===== config.mk =====
export PLATFORM = sky130hd
export DESIGN_NAME = key_bounce_gen
export DESIGN_NICKNAME = d
export VERILOG_FILES = /design/src/rtl/key_bounce_gen.sv
export SDC_FILE = /design/constraint.sdc
export NUM_CORES = 1
export LEC_CHECK = 0
export BUFFER_PORTS_ARGS = -buffer_cell sky130_fd_sc_hd__buf_2
export CORE_MARGIN = 5
export CORE_UTILIZATION = 40
export DETAILED_ROUTE_END_ITERATION = 7
export SLEW_MARGIN = 20
export SYNTH_ARGS = -nofsm -noshare
export SYNTH_HDL_FRONTEND = slang
export SYNTH_SLANG_ARGS = --single-unit

===== constraint.sdc =====
create_clock -name sys_clk -period 2.5 [get_ports sys_clk]
set_input_delay 0.25 -clock sys_clk [delete_from_list [all_inputs] [get_ports sys_clk]]
set_output_delay 0.25 -clock sys_clk [all_outputs]
set_load 0.02 [all_outputs]

===== src/rtl/key_bounce_gen.sv =====
// key_bounce_gen: emulated active-low push-button with LFSR-timed contact bounce
// on press and release, one press/release event per accepted start.
module key_bounce_gen #(
  parameter int unsigned BOUNCE_LEN = 9_999,
  parameter int unsigned HOLD_LEN   = 1_999_999,
  parameter int unsigned GAP_LEN    = 999_999,
  parameter int          TOG_W      = 4,
  parameter logic [15:0] SEED       = 16'hACE1
) (
  input  logic sys_clk,
  input  logic sys_rst,
  input  logic start,
  output logic key_out,
  output logic busy,
  output logic done
);
  localparam int unsigned MX = (HOLD_LEN > GAP_LEN) ? HOLD_LEN : GAP_LEN;
  localparam int CW = (MX > 32'd1_048_576) ? $clog2(MX) : 20;
  localparam logic [15:0] SEED0 = (SEED == 16'h0) ? 16'hACE1 : SEED;
  localparam logic [CW-1:0] B1 = CW'(BOUNCE_LEN - 1);
  localparam logic [CW-1:0] H1 = CW'(HOLD_LEN - 1);
  localparam logic [CW-1:0] G1 = CW'(GAP_LEN - 1);
  typedef enum logic [2:0] {IDLE, PRESS_BNC, HOLD, REL_BNC, GAP} state_t;
  state_t state_q, state_d;
  logic [CW-1:0] cnt_q, cnt_d;
  logic [TOG_W-1:0] tmr_q, tmr_d;
  logic [15:0] lfsr_q;
  logic key_q, key_d, busy_q, busy_d, done_q, done_d;
  always_ff @(posedge sys_clk) begin
    if (sys_rst) begin
      state_q <= IDLE;
      cnt_q   <= '0;
      tmr_q   <= '0;
      lfsr_q  <= SEED0;
      key_q   <= 1'b1;
      busy_q  <= 1'b0;
      done_q  <= 1'b0;
    end else begin
      state_q <= state_d;
      cnt_q   <= cnt_d;
      tmr_q   <= tmr_d;
      lfsr_q  <= {lfsr_q[14:0], lfsr_q[15] ^ lfsr_q[13] ^ lfsr_q[12] ^ lfsr_q[10]};
      key_q   <= key_d;
      busy_q  <= busy_d;
      done_q  <= done_d;
    end
  end
  always_comb begin
    state_d = state_q;
    cnt_d   = cnt_q;
    tmr_d   = tmr_q;
    key_d   = key_q;
    busy_d  = busy_q;
    done_d  = 1'b0;
    case (state_q)
      IDLE: begin
        key_d = 1'b1;
        if (start) begin
          state_d = PRESS_BNC;
          key_d   = 1'b0;
          busy_d  = 1'b1;
          cnt_d   = '0;
          tmr_d   = lfsr_q[TOG_W-1:0];
        end
      end
      PRESS_BNC, REL_BNC: begin
        // the last bounce cycle settles to the phase's final level, overriding any toggle
        if (cnt_q == B1) begin
          state_d = (state_q == PRESS_BNC) ? HOLD : GAP;
          key_d   = (state_q == REL_BNC);
          cnt_d   = '0;
        end else begin
          cnt_d = cnt_q + 1'b1;
          key_d = (tmr_q == '0) ? ~key_q : key_q;
          tmr_d = (tmr_q == '0) ? lfsr_q[TOG_W-1:0] : tmr_q - 1'b1;
        end
      end
      HOLD: begin
        key_d = 1'b0;
        cnt_d = cnt_q + 1'b1;
        if (cnt_q == H1) begin
          state_d = REL_BNC;
          key_d   = 1'b1;
          cnt_d   = '0;
          tmr_d   = lfsr_q[TOG_W-1:0];
        end
      end
      GAP: begin
        key_d = 1'b1;
        cnt_d = cnt_q + 1'b1;
        if (cnt_q == G1) begin
          state_d = IDLE;
          busy_d  = 1'b0;
          done_d  = 1'b1;
          cnt_d   = '0;
        end
      end
      default: state_d = IDLE;
    endcase
  end
  assign key_out = key_q;
  assign busy    = busy_q;
  assign done    = done_q;
endmodule

Word level (Yosys, flattened, before mapping)
Index checks and enable logic that the tools add are counted.
W data, S select, Z words.
{"block": "word_totals", "regBits": 47, "inputBits": 3}
{"block": "classes", "add_sub_neg": 2, "n_eq_ne": 13, "n_mux": 25, "bitwise": 5, "reduce_logical": 12}
{"op": "$mux W21", "count": 4}
{"op": "$pmux W21 S4", "count": 1}
{"op": "$add A21 B1 Y21 const B", "count": 1}
{"op": "$eq A21 B14 Y1 const B", "count": 1}
{"op": "$eq A21 B20 Y1 const B", "count": 1}
{"op": "$eq A21 B21 Y1 const B", "count": 1}
{"op": "$mux W4", "count": 4}
{"op": "$mux W3", "count": 5}
{"op": "$pmux W3 S4", "count": 1}
{"op": "$pmux W4 S3", "count": 1}
{"op": "$ne A2 B2 Y1 const B", "count": 5}
{"op": "$reduce_and A4 Y1", "count": 2}
{"op": "$mux W1", "count": 7}
{"op": "$eq A3 B2 Y1 const B", "count": 2}
{"op": "$logic_not A4 Y1", "count": 1}
{"op": "$pmux W1 S4", "count": 1}
{"op": "$reduce_and A2 Y1", "count": 2}
{"op": "$reduce_bool A4 Y1", "count": 1}
{"op": "$reduce_or A2 Y1", "count": 2}
{"op": "$sub A4 B1 Y4 const B", "count": 1}
{"op": "$eq A3 B1 Y1 const B", "count": 1}
{"op": "$eq A3 B3 Y1 const B", "count": 1}
{"op": "$logic_not A3 Y1", "count": 1}
{"op": "$ne A3 B3 Y1 const B", "count": 1}
{"op": "other kinds (6)", "count": 9}

Longest topological paths before layout
Gate-level depths: netlist of run 1.
{"block": "depth", "word_depth": 4, "mapped_depth": 9, "depth_no_buf": 8}

Least setup slack after synthesis of run 1
OpenSTA, ideal clock, no wires.
{"block": "synth_timing", "kind": "flip-flop to flip-flop", "startpoint": "reg cnt_q[0]", "endpoint": "reg tmr_q[0]", "setup_time_ns": 0.133, "arrival_time_ns": 1.849, "slack_ns": 0.519, "stages_incl_launch_ff": 9, "cell_sequence": "dfxtp_1 -> inv_1 -> ha_1 -> nor4b_4 -> nand2_2 -> o31a_1 -> or3_1 -> o311ai_1 -> a31oi_1"}
{"block": "synth_via", "elab_chain_cells": 3, "word_cells_on_any_way": 5}
{"element": "start: declaration", "line_no": "25", "rtl": "logic [CW-1:0] cnt_q, cnt_d;"}
{"element": "start signal: assignment", "line_no": "40", "rtl": "cnt_q <= cnt_d;"}
{"element": "$eq A21 B14 Y1 / $eq A21 B21 Y1 (equally long branches)", "line_no": "68, 81"}
{"element": "$ne A2 B2 Y1 (no source line)"}
{"element": "$reduce_and A4 Y1 (no source line) *"}
{"element": "end signal: assignment", "line_no": "41", "rtl": "tmr_q <= tmr_d;"}
{"element": "end: declaration", "line_no": "26", "rtl": "logic [TOG_W-1:0] tmr_q, tmr_d;"}
Every way passes the cells marked *; elsewhere a longest branch is shown, timed or not.
A chain may end at the register's enable or synchronous reset.

Worst setup path after layout of run 1
{"block": "layout_timing", "startpoint": "reg cnt_q[0]", "endpoint": "reg cnt_q[16]"}
{"block": "layout_via", "elab_chain_cells": 3, "word_cells_on_any_way": 8}
{"element": "$add A21 B1 Y21, or another cell as far along", "line_no": "73, 80, 90"}
{"element": "$mux W21 (on tied branches)", "line_no": "91, 68, 81"}
{"element": "$pmux W21 S4 *", "line_no": "55", "rtl": "case (state_q)"}
Marked as above.

==> results of run 1 <==
cells in the final DEF, fill, tap and decap left out, drive strengths merged, types with 3 or more instances in the layout:
cell type,synthesis,final
nand3,13,13
a21oi,13,13
xnor2,5,5
nor3,6,6
o31ai,3,3
nor2b,12,12
nand2,11,11
a31oi,5,5
inv,6,7
xor2,16,16
nor3b,3,3
clkbuf,4,5
and4,3,3
o21ai,6,6
ha,3,3
nand4,9,9
dfxtp,47,47
nor2,35,35
buf,4,14
or2,8,8
report_power, final:
| group | leakage [uW] | total [uW] | internal [uW] | switching (uW) |
|---|---|---|---|---|
| Sequential | 0.000385 | 806 | 781 | 24.5 |
| Clock | 0.0000587 | 578 | 303 | 274 |
| Combinational | 0.000432 | 151 | 67.9 | 83.4 |
| Total | 0.000876 | 1530 | 1150 | 382 |
path summary, 6_finish.rpt:
check | from | to | slack [ns] | depth (start not counted)
hold / removal | start | busy$_SDFFE_PP0P_ | 0.34 | 5
setup reg to reg | cnt_q[0]$_SDFFE_PP0P_ | cnt_q[16]$_SDFFE_PP0P_ | 0.28 | 8
hold reg to reg | lfsr_q[9]$_SDFF_PP0_ | lfsr_q[10]$_SDFF_PP1_ | 0.42 | 1
setup / recovery | cnt_q[0]$_SDFFE_PP0P_ | cnt_q[16]$_SDFFE_PP0P_ | 0.28 | 8
layout make-up:
cell class | instances | area, um2
clock inverter | 3 | 47.5
fill | 537 | 2970
inverter | 6 | 22.5
multi-input combinational | 183 | 1200
timing repair buffer | 14 | 92.6
tap | 72 | 90.1
sequential | 47 | 941
clock buffer | 5 | 68.8
Yosys cell counts, types with 2 or more instances:
cell	instances
a211oi_1	2
a21o_1	2
a21oi_1	13
a31oi_1	5
and3_1	2
and4_1	2
clkbuf_1	4
dfxtp_1	47
ha_1	3
inv_1	5
nand2_1	10
nand2b_1	2
nand3_1	12
nand4_1	9
nand4b_1	2
nor2_1	35
nor2b_1	12
nor3_1	6
nor3b_1	2
nor4b_4	2
o21ai_0	4
o21ai_1	2
o31ai_2	2
or2_2	8
or3_1	2
or4_1	2
xnor2_1	5
xor2_1	16
sequential cells by signal, indices dropped and copies added (netlist names):
| name | cells |
|---|---|
| lfsr_q | 16 |
| state_q | 3 |
| tmr_q | 4 |
| cnt_q | 21 |
| key_out | 1 |
| done | 1 |
| busy | 1 |
through the flow:
| step | hold WS [ns] | utilization [%] | std cells | total power (uW) | setup WS, ns |
|---|---|---|---|---|---|
| finish | 0.343 | 45.3 | 330 | 1530 | 0.284 |
| global route | 0.376 | 45.3 | 330 | 1610 | 0.00611 |
| CTS | 0.334 | 45.3 | 330 | 1560 | 0.251 |
| detailed placement | 0.398 | 43.2 | 322 | 974 | 0.304 |
| global placement | 0.393 | 43.2 | 322 | 972 | 0.400 |
| floorplan | 0.389 | - | 244 | 937 | 0.519 |
cell families (layout without fill, tap and decap cells):
group	count (synthesis)	after routing	synth area share [%]
xor gates and xnor gates	21	21	8.32
buffers and inverters	14	28	2.94
DFF	47	47	42.6
AOI/OAI and AO/OA	40	40	13.3
muxes	1	1	0.453
and+or+nand+nor	118	118	30.7
adders and majority gates	3	3	1.70
routing by layer:
layer  GRT usage (%)  up-vias  share of wire (%)  wire [um]
li1                -      884                  -          -
met1            17.6      768                 50       2260
met2            21.6       19                 45       2040
met3            3.24        7                2.8        128
met4            4.82        0                1.6         71
met5               0        -                  0          0
critical path, cell delays in order (launching register included):
cell,delay (ns)
dfxtp_1,0.35
inv_1,0.10
ha_1,0.16
nor4b_4,0.22
nand2_2,0.15
o31ai_2,0.38
nand3_2,0.21
o21bai_4,0.42
nor2_1,0.10
==> summary.md, run 1 <==
| Metric | Value |
|---|---|
| Drt wl/cell | `13.6 um` |
| Starting Density | `40.6%` |
| Via density | `5.08` |
| Headroom to the max-slew limit | `64.8%` |
| # Max-Cap Violations | `0` |
| Initial DRC Count | `138` |
| Routed wire length | `4500 um` |
| Global-route wire length before repair | `7800 um` |
| CTS tree | `done` |
| Post-route cell area | `2470 um2` |
| Ranking of synthesized cells by area | `dfxtp_1, xor2_1, nor2_1, nor2b_1, a21oi_1` |
| Final antenna diode count | `0` |
| Resized Gates After CTS | `0` |
| Clock latency on the worst-skew pair | `0.31 ns` |
| Cts hold-fix bufs | `0` |
| Max VDD drop | `228 uV` |
| Outcome | `finished, final reports clean` |
| Min-delay worst type | `in2reg` |
| Post-DP Area | `2350 um2` |
| Area grow syn2layout | `11.6%` |
| Vias in the first global route | `1,653` |
| Largest net degree at the start of global routing | `32` |
| CP arrival | `2.40 ns` |
| Clk root buf | `clkbuf_8` |
| Die Y | `84.3 um` |
| Vias post-DR | `1,678` |
| WS Path Type | `reg2reg` |
| Post-CTS setup buffers | `0` |
| Fin Setup TNS | `0 ns` |
| Static Leakage | `0.000876 uW` |
| CP Max Fanout | `19` |
| Syn Std Cell Area | `2210 um2` |
| Clock sink total | `47` |
| Yosys cell types | `54` |
| Worst-Margin Slew | `0.529 ns` |
| Syn nets | `250` |
| Cell count after synthesis | `244` |
| Initial antenna violation count | `0` |
| Clock skew | `0.00701 ns` |
| Antenna viol nets, final | `0` |
| Clock tree buffer depth | `2` |
| FFs w/ async S/R, synth | `0%` |
| Post-route clock period utilization | `88.6%` |
| I/O pin count | `6` |
| Chip width | `84.3 um` |
| Die Area | `7110 um2` |
| Site Rows | `27` |
| Startpoint types | `flop` |
| HPWL Detailed | `3160 um` |
| EDFF count, synth | `0` |
| H-tree depth | `2` |
| Max Slew Vio Count | `0` |
| Layout cells sized above 1 | `16.7%` |
| Sequential area share after synthesis | `42.6%` |
| Synth Flop Type | `dfxtp_1` |
| Synth area leader | `dfxtp_1` |
| RSZ-0062 raised after global routing | `false` |
| CTS Buf Count | `5` |
| DR pass1 iterations | `4` |
| Final Hold Vio Count | `0` |
| Total gr overflow | `0` |
| Drt drc | `0` |
| Power density cells | `622 nW/um2` |
| Yosys reg bits | `47` |
| Syn_area_per_cell | `9.06 um2` |
| Post-route minimum period | `2.22 ns` |
| Nets | `263` |
| Total Routing Usage GR | `13.5%` |
| Req. time, crit path | `2.68 ns` |
| Endpoints failing setup | `0` |
| Worst Setup End Kind | `flop` |
| Clk slew on worst S/H paths | `0.09 ns` |
| Yosys Warn Count | `0` |
| Max Clk Rate | `451 MHz` |
| RD Place Congestion | `0.787` |
| Port Buf Inserts | `5` |
| Core area | `5440 um2` |
| Share of the synthesized area in the top cell type | `42.6%` |
Note: power is estimated with default switching activity, not from simulation.
==> run 2, diff against run 1 <==
--- a/config.mk
+++ b/config.mk
@@ -8,5 +8,9 @@
 export BUFFER_PORTS_ARGS = -buffer_cell sky130_fd_sc_hd__buf_2
+export CELL_PAD_IN_SITES_DETAIL_PLACEMENT = 1
+export CELL_PAD_IN_SITES_GLOBAL_PLACEMENT = 1
 export CORE_MARGIN = 5
 export CORE_UTILIZATION = 40
+export CTS_BUF_LIST = sky130_fd_sc_hd__clkbuf_2
 export DETAILED_ROUTE_END_ITERATION = 7
+export PLACE_DENSITY_LB_ADDON = 0.1
 export SLEW_MARGIN = 20
==> constraint.sdc (replaced) <==
create_clock -name sys_clk -period 2.5 [get_ports sys_clk]
set_input_delay 0.375 -clock sys_clk [delete_from_list [all_inputs] [get_ports sys_clk]]
set_output_delay 0.375 -clock sys_clk [all_outputs]
set_load 0.02 [all_outputs]
==> summary.md, run 2 (synthesis results as in run 1) <==
| Metric | Value |
|---|---|
| Cts hold-fix bufs | `0 (unchanged)` |
| Max Slew Vio Count | `0 (unchanged)` |
| Critical Path End | `cnt_q[16]$_SDFFE_PP0P_` |
| Clock tree buffer depth | `2 (unchanged)` |
| R2R Path Start | `cnt_q[0]$_SDFFE_PP0P_` |
| Largest register FFs | `21 (unchanged)` |
| H-tree depth | `2 (unchanged)` |
| CTS Buf Count | `5 (unchanged)` |
| Critical path's slowest cell | `o31ai_2` |
| Final Hold Vio Count | `0 (unchanged)` |
| Final antenna diode count | `0 (unchanged)` |
| Headroom to the max-slew limit | `65.4% (+0.60 points)` |
| R2r setup slk | `0.31 ns (+0.03 ns)` |
| Fill count | `651 (+21%)` |
| Largest net degree at the start of global routing | `32 (unchanged)` |
| RR Endpoint | `cnt_q[16]$_SDFFE_PP0P_` |
| Global-route wire length before repair | `8100 um (+3.8%)` |
| I/O pin count | `6 (unchanged)` |
| CTS tree | `done` |
| Post-Layout Cell Count | `332 (+0.61%)` |
| CP Max Fanout | `19 (unchanged)` |
| Worst Path Buf+Inv | `2 (+1)` |
| Min-delay worst type | `in2reg` |
| RSZ-0062 raised after global routing | `false` |
| Drt wl/cell | `14.2 um (+3.8%)` |
| Vias post-DR | `1,729 (+3.0%)` |
| Total Routing Usage GR | `13.8% (+0.36 points)` |
| Post-route clock period utilization | `87.5% (-1.1 points)` |
| Total gr overflow | `0 (unchanged)` |
| Routed wire length | `4700 um (+4.5%)` |
| Fin Setup TNS | `0 ns (unchanged)` |
| Fin Hold WS | `0.352 ns (+0.00849 ns)` |
| Power density cells | `531 nW/um2 (-15%)` |
| RD Place Congestion | `0.722 (-8.2%)` |
| Resized Gates After CTS | `0 (unchanged)` |
| Commonest cells after routing, fill and taps aside | `dfxtp_1, nor2_1, xor2_1` |
| Initial DRC Count | `79 (-43%)` |
| Req. time, crit path | `2.81 ns (+0.13 ns)` |
| Port Buf Inserts | `5 (unchanged)` |
| Antenna viol nets, final | `0 (unchanged)` |
| Max VDD drop | `227 uV (-0.20%)` |
| Core area | `5440 um2 (unchanged)` |
| Area grow syn2layout | `9.06%` |
| Chip width | `84.3 um (unchanged)` |
| Die Area | `7110 um2 (unchanged)` |
| HPWL Detailed | `3540 um (+12%)` |
| Worst-Margin Slew | `0.520 ns (-0.00899 ns)` |
| Static Leakage | `0.000852 uW (-2.7%)` |
| CP arrival | `2.50 ns (+0.10 ns)` |
| Starting Density | `40.6% (unchanged)` |
| Worst-path cell chain | `inv_1 > ha_1 > nor4b_4 > nand3_1 > o31ai_2 > nand3_2 > o21bai_4 > buf_4 > nor2_1` |
| Layout cells sized above 1 | `17.3% (+0.64 points)` |
| Max Clk Rate | `457 MHz (+1.3%)` |
| Pwr Total | `1280 uW (-17%)` |
| WS Path Type | `reg2reg` |
| Instance count on the critical path | `9 (+1)` |
| Crit path from | `cnt_q[0]$_SDFFE_PP0P_` |
| Crit-path max cell delay | `0.44 ns (+0.02 ns)` |
| Post-CTS setup buffers | `0 (unchanged)` |
| Post-route minimum period | `2.19 ns (-0.0279 ns)` |
| Outcome | `finished, final reports clean` |
| Endpoints failing setup | `0 (unchanged)` |
| Top Registers | `cnt_q x21, lfsr_q x16, tmr_q x4` |
| Via density | `5.21 (+2.4%)` |
| Die Y | `84.3 um (unchanged)` |
| Nets | `265 (+0.76%)` |
| Clk root buf | `clkbuf_2` |
| Most common cell after layout, fill and taps aside | `dfxtp_1` |
| Initial antenna violation count | `0 (unchanged)` |
| DR pass1 iterations | `4 (unchanged)` |
| Crit-path leading delay family | `simple AND/OR/NAND/NOR gates` |
| Placed cells | `324 (+0.62%)` |
| Number of cells on the worst reg-to-reg path | `9 (+1)` |
| Startpoint types | `flop` |
| Worst Setup End Kind | `flop` |
| Clock latency on the worst-skew pair | `0.40 ns (+0.09 ns)` |
| Clk slew on worst S/H paths | `0.24 ns (+0.15 ns)` |
| Clock skew | `0.0147 ns (+0.00768 ns)` |
| Most flop-heavy register | `cnt_q` |
| Vias in the first global route | `1,691 (+2.3%)` |
| Drt drc | `0 (unchanged)` |
| # Max-Cap Violations | `0 (unchanged)` |
| Clock sink total | `47 (unchanged)` |
| Site Rows | `27 (unchanged)` |
-- run 2: changes by cell type in the layout (fill, tap and decap cells not counted), moves of 2 or more --
cell / change
buf_4: +2
clkbuf_8: -5
clkbuf_2: +5
clkinvlp_4: +2
-- run 2: metal layers --
| layer | global-route usage [%] | wire length (um) |
|---|---|---|
| met1 | 20.1 | 2600 |
| met2 | 20.7 | 1980 |
| met3 | 3.04 | 90 |
| met4 | 3.51 | 34 |
| met5 | 0 | 0 |
-- run 2: power by group --
group / total, uW / switching (uW) / internal, uW
clock network: 317 / 250 / 66.3
logic: 151 / 81.4 / 69.3
registers: 811 / 27.0 / 784
total: 1280 / 359 / 920
-- run 2: worst min-delay path, cell delays in order --
cell and delay [ns]:
buf_2 0.10, a21oi_1 0.06, nor2_1 0.08, a21oi_1 0.04
nor2_1 0.07
-- run 2: through the flow --
step,setup slack (ns),utilization [%],cell area [um2]
floorplan,0.519,-,2210
global placement,0.353,43.5,2360
detailed placement,0.327,43.5,2360
CTS,0.283,44.3,2410
global route,0.107,44.3,2410
finish,0.312,44.3,2410
-- run 2: area by class of cell --
class,instances,area (um2),area share (%)
Tap cell,72,90.1,3.74
Clock buffer,5,25.0,1.04
Inverter,6,22.5,0.935
Multi-Input combinational cell,183,1200,49.9
Clock inverter,3,20.0,0.831
Timing Repair Buffer,16,108,4.47
Sequential cell,47,941,39.0
-- run 2: worst min-delay path by stage --
stage / from / end / depth (start not counted)
final: start / busy$_SDFFE_PP0P_ / 5
after global routing: start / busy$_SDFFE_PP0P_ / 5
after CTS: start / busy$_SDFFE_PP0P_ / 5
after detailed placement: lfsr_q[5]$_SDFF_PP1_ / lfsr_q[6]$_SDFF_PP1_ / 1
after global placement: lfsr_q[14]$_SDFF_PP0_ / lfsr_q[15]$_SDFF_PP1_ / 1
after floorplan: lfsr_q[9]$_SDFF_PP0_ / lfsr_q[10]$_SDFF_PP1_ / 1
